<file path="src/rtl/pc_fetch_unit.sv">
// PC register and instruction-fetch sequencer: fetches the word at cur_pc and hands it downstream.
// Optional feature macro: PC_ALIGN_CHECK_EN (redirects misaligned next_pc to TRAP_PC).
module pc_fetch_unit #(
    parameter logic [31:0] RESET_PC = 32'h0000_0000,
    parameter logic [31:0] TRAP_PC  = 32'h0000_0080
) (
    input  logic        clk,
    input  logic        rst,
    input  logic [31:0] next_pc,
    input  logic        stall,
    output logic        imem_req,
    output logic [31:0] imem_addr,
    input  logic        imem_ack,
    input  logic [31:0] imem_rdata,
    output logic [31:0] cur_pc,
    output logic [31:0] instr,
    output logic        instr_valid,
    input  logic        instr_ready,
    output logic [31:0] instr_count,
    output logic        misalign_err
);

    localparam int unsigned XLEN = 32;
    localparam logic [XLEN-1:0] PC_MASK = ~XLEN'(3);

    typedef enum logic [1:0] {
        IDLE  = 2'd0,
        FETCH = 2'd1,
        VALID = 2'd2
    } state_t;

    state_t state;
    state_t state_nxt;

    logic            capture;
    logic            handoff;
    logic            misaligned;
    logic [XLEN-1:0] redirect_pc;

    logic [XLEN-1:0] cur_pc_nxt;
    logic [XLEN-1:0] instr_nxt;
    logic            instr_valid_nxt;
    logic            imem_req_nxt;
    logic [XLEN-1:0] instr_count_nxt;
    logic            misalign_nxt;

    // A trap target that is itself misaligned would re-trap forever
    if (TRAP_PC[1:0] != 2'b00) begin : g_trap_pc_check
        $error("TRAP_PC must be word aligned");
    end

    assign capture   = (state == FETCH) && imem_ack;
    assign handoff   = (state == VALID) && instr_ready && !stall;
    assign imem_addr = cur_pc;

`ifdef PC_ALIGN_CHECK_EN
    assign misaligned  = (next_pc[1:0] != 2'b00);
    assign redirect_pc = misaligned ? TRAP_PC : next_pc;
`else
    assign misaligned  = 1'b0;
    assign redirect_pc = next_pc & PC_MASK;
`endif

    // State register
    always_ff @(posedge clk or posedge rst) begin
        if (rst) begin
            state <= IDLE;
        end else begin
            state <= state_nxt;
        end
    end

    // Next-state logic
    always_comb begin
        state_nxt = state;
        case (state)
            IDLE:    state_nxt = FETCH;
            FETCH:   if (capture) state_nxt = VALID;
            VALID:   if (handoff) state_nxt = FETCH;
            default: state_nxt = IDLE;
        endcase
    end

    // Output logic: next values for the registered outputs
    always_comb begin
        cur_pc_nxt      = cur_pc;
        instr_nxt       = instr;
        instr_count_nxt = instr_count;
        misalign_nxt    = 1'b0;
        imem_req_nxt    = (state_nxt == FETCH);
        instr_valid_nxt = (state_nxt == VALID);
        if (capture) begin
            instr_nxt = imem_rdata;
        end
        if (handoff) begin
            cur_pc_nxt      = redirect_pc;
            instr_count_nxt = instr_count + XLEN'(1);
            misalign_nxt    = misaligned;
        end
    end

    // Output and datapath registers
    always_ff @(posedge clk or posedge rst) begin
        if (rst) begin
            cur_pc      <= RESET_PC;
            instr       <= '0;
            instr_valid <= 1'b0;
            imem_req    <= 1'b0;
            instr_count <= '0;
        end else begin
            cur_pc      <= cur_pc_nxt;
            instr       <= instr_nxt;
            instr_valid <= instr_valid_nxt;
            imem_req    <= imem_req_nxt;
            instr_count <= instr_count_nxt;
        end
    end

`ifdef PC_ALIGN_CHECK_EN
    // One-cycle pulse on a redirected handoff
    always_ff @(posedge clk or posedge rst) begin
        if (rst) begin
            misalign_err <= 1'b0;
        end else begin
            misalign_err <= misalign_nxt;
        end
    end
`else
    logic misalign_unused;
    assign misalign_unused = misalign_nxt;
    assign misalign_err    = 1'b0;
`endif

endmodule

</file>
<file path="config.mk">
export PLATFORM = sky130hd
export DESIGN_NAME = pc_fetch_unit
export DESIGN_NICKNAME = d
export VERILOG_FILES = /design/src/rtl/pc_fetch_unit.sv
export SDC_FILE = /design/constraint.sdc
export NUM_CORES = 1
export LEC_CHECK = 0
export ABC_AREA = 1
export CORE_MARGIN = 1.5
export CORE_UTILIZATION = 39
export CTS_BUF_LIST = sky130_fd_sc_hd__clkbuf_2
export DETAILED_ROUTE_END_ITERATION = 8
export PLACE_DENSITY = 0.78
export SYNTH_ARGS = -nofsm -noshare
export SYNTH_HDL_FRONTEND = slang
export SYNTH_SLANG_ARGS = --single-unit
</file>
<file path="constraint.sdc">
create_clock -name clk -period 3.1 [get_ports clk]
set_input_delay 0.62 -clock clk [delete_from_list [all_inputs] [get_ports clk]]
set_output_delay 0.62 -clock clk [all_outputs]
set_load 0.05 [all_outputs]
</file>
### Word level (Yosys, flattened, before mapping)

Index checks and enable logic that the tools add are counted.
W data, S select, Z words.

| storage, ports and cells | value |
|---|---|
| output and inout port bits | 131 |
| logic and storage cells | 19 |
| input port bits | 69 |
| flip-flop bits (word level) | 98 |

| operators by class | value |
|---|---|
| muxes and demuxes | 3 |
| reductions and logical operators | 5 |
| equal/unequal tests | 4 |
| add/sub/neg operators | 1 |

Operators with widths:

| cell | number |
|---|---|
| $add A32 B1 Y32 const B | 1 |
| $pmux W2 S3 | 1 |
| $eq A2 B1 Y1 const B | 2 |
| $eq A2 B2 Y1 const B | 2 |
| $mux W2 | 2 |
| $logic_and A1 B1 Y1 | 3 |
| $logic_not A2 Y1 | 1 |
| $logic_not A1 Y1 | 1 |

### Logic depth before layout (Yosys ltp)

| logic depth | value |
|---|---|
| depth after elaboration | 6 |
| mapped depth | 10 |

### Worst setup path after synthesis

OpenSTA, ideal clock, no wires.

| path | value |
|---|---|
| path kind | reg-to-reg |
| start point | register instr_count[1] |
| end point | register instr_count[20] |
| path slack | 1.404 ns |
| arrival | 1.573 ns |
| stages on the path, launching flop included | 9 |
| path buffers | 0 |
| path through | dfrtp_1 ha_1 inv_1 nor2_2 nand2_1 nor2_2 nand2_1 o21ai_1 nand2_1 |

| on the way | value |
|---|---|
| cells in the longest elaborated chain, start to end | 1 |

Ends and longest elaborated chain:

| item | line | RTL |
|---|---|---|
| from (decl) | 19 | `output logic [31:0] instr_count,` |
| from (signal assigned) | 115 | `instr_count <= instr_count_nxt;` |
| $add A32 B1 Y32 | 97 | `instr_count_nxt = instr_count + XLEN'(1);` |

No other way between the ends.
A chain may end at the register's enable or synchronous reset.

### Worst setup path in the final report

| path | value |
|---|---|
| start point | register instr_count[25] |
| end point | output port instr_count[25] |

No word-level cell between the ends.

==> reports/summary.txt <==
Largest cells by area after synthesis -> dfrtp_1, nand2_1, buf_4
Total track usage -> 19.54%
Pwr Density -> 1035 nW/um^2
Vias in the first global route -> 4,058
R2r endpoint -> state[0]
Cell taking the most area after synthesis -> dfrtp_1
Worst EP arrival -> 1.96 ns
Avg WL per Cell -> 13.35 microns
Critical path startpoint category -> flop
Slew @ Worst Pin -> 0.8730 ns
Post-CTS Setup Inserts -> 0
Met1 global-route usage -> 23.38%
Slowest cell on crit path -> clkdlybuf4s50_1
Num CTS Buffers -> 9
Worst R2R Path Depth -> 4
CTS Root Cell -> clkbuf_2
Post-synthesis cell type count -> 26
Setup WS post-layout -> 0.5188 ns
Setup crit end kind -> output port
Syn_area_per_cell -> 8.155 sq um
Final setup fails -> 0
Ant. Diodes -> 0
Crit path cell chain -> clkdlybuf4s50_1
Reg-to-Reg Start -> state[1]
H-tree depth -> 3
Final HPWL DP -> 8797 microns
Max-Cap Viols -> 0
R2R setup slack -> 1.32 ns
Gate Count Post-Synth -> 560
Share of post-route cells with drive strength above 1 -> 5.220%
Final Cycle Share -> 83.26%
Final hold slack -> 0.4384 ns
LEAKAGE -> 0.003033 uW
Dpl ws -> 0.6585 ns
CTS tree -> yes
# hold bufs at CTS -> 0
Fmax -> 0.3874 GHz
Met2 GRT Util -> 33.17%
WP data required -> 2.48 ns
Initial Util -> 40.00%
IO Port Bufs -> 192
Standard-cell rows -> 39
Critical path class -> flop to output port
Post-layout min period -> 2.581 ns
Area Growth Syn to Fin -> 42.77%
Buf/Inv on CP -> 1
CTS clk-pin slew, worst paths -> 0.27 ns
Largest net degree at the start of global routing -> 51
M3 GR Usage -> 5.796%
Full die area -> 12,370 sq um
Clk_skew -> 0.04014 ns
Synthesized flop and latch total -> 98
Final WL -> 11,630 microns
DR vias -> 4,044
Initial antenna violation count -> 0
DRC Markers -> 0
Die height -> 111.2 microns
Post-synthesis sequential area ratio -> 53.70%
Status -> finished, final reports clean
Clk sink count -> 98
Most Crowded Layer GR -> met2
Post-CTS sizing -> 0
CTS max path bufs -> 2
TNS Setup -> 0 ns
Overflow after GRT -> 0
GP Congestion -> 0.8827
Worst skew pair latency -> 0.59 ns
Vias/cell -> 4.643
Nets -> 793
Initial DRC count -> 226
Hold crit path type -> input pin to asynchronous set/reset pin
Detailed Routing Iterations Pass 1 -> 4
Finished Core Util -> 57.10%
Share of the synthesized area in the top cell type -> 53.70%
Die width -> 111.2 microns
Antenna Violating Nets Remaining -> 0
Core region area -> 11,420 sq um
CP top delay family -> buffers and inverters
Fin. max-slew vios -> 0
CP peak stage delay -> 0.85 ns
Synth warn -> 0
Peak fanout along the critical path -> 6
First-pass GRT wire length -> 19,560 microns
Slew HR -> 41.44%
Final Hold Vio Count -> 0
RSZ-0062 raised after global routing -> no
Ports -> 200
Mapped Area -> 4567 sq um
Max VDD drop -> 943.8 uV
==> flip-flops by register name (all words and copies together) (netlist names) <==
name,cells
cur_pc,30
imem_req,1
instr,32
instr_count,32
instr_valid,1
state,2
==> synthesized netlist by cell type, drive strengths merged <==
cell type / instances
nand2: 281
dfrtp: 98
clkbuf: 1
buf: 49
nor3: 3
and3: 1
inv: 27
nor2: 45
nand3b: 10
conb: 1
xor2: 5
o21ai: 11
xnor2: 8
ha: 1
clkinv: 1
nand4: 8
nand3: 10
==> per-layer routing <==
| layer | share of wire (%) | vias to the layer above |
|---|---|---|
| li1 | - | 1991 |
| met1 | 41 | 1889 |
| met4 | 2.0 | 0 |
| met3 | 7.7 | 17 |
| met5 | 0 | - |
| met2 | 49 | 147 |
==> per-stage QoR <==
stage,area [sq um],cells,total power [uW]
global route,6520,871,7081
global placement,6415,855,6125
floorplan,4586,564,4961
finish,6520,871,6750
CTS,6520,871,6821
detailed placement,6415,855,6202
==> layout by cell type (no fill, tap or decap), drive strengths merged <==
cell type and count:
and3 1, buf 6, bufinv 1, clkbuf 9, clkdlybuf4s50 192, clkinv 6
clkinvlp 2, conb 5, dfrtp 98, ha 1, inv 26, nand2 281
nand3 10, nand3b 10, nand4 8, nor2 45, nor3 3, o21ai 11
xnor2 8, xor2 5
==> cells by family after synthesis <==
group / share of synthesized area, %
fa+ha+maj: 0.2739
compound gates: 1.205
flops: 53.70
other cells: 0.08211
simple gates: 32.58
buf+inv: 9.671
xor+xnor: 2.493
==> how the worst max path moves through the flow <==
stage,start,depth (start not counted),end,slack (ns)
global route,instr_count[20],1,instr_count[20],0.42
floorplan,rst,1,cur_pc[10],1.32
detailed placement,instr_ready,8,instr_count[25],0.66
finish,instr_count[25],1,instr_count[25],0.52
global placement,instr_ready,8,instr_count[25],0.71
CTS,instr_count[25],1,instr_count[25],0.45
==> cell type report <==
cell class                      count  area (sq um)
Clock inverter                      7         60.06
Tap cell                          143         178.9
Clock buffer                        9         45.04
Inverter                           28         108.9
Sequential cell                    98          2452
Multi-Input combinational cell    388          1695
Fill cell                        1028          4898
Timing Repair Buffer              198          1979
==> power by group <==
group / switching [uW] / internal, uW
logic: 2840 / 1280
clock network: 421 / 176
registers: 324 / 1700
No activity file was read; power rests on OpenSTA's default activity.
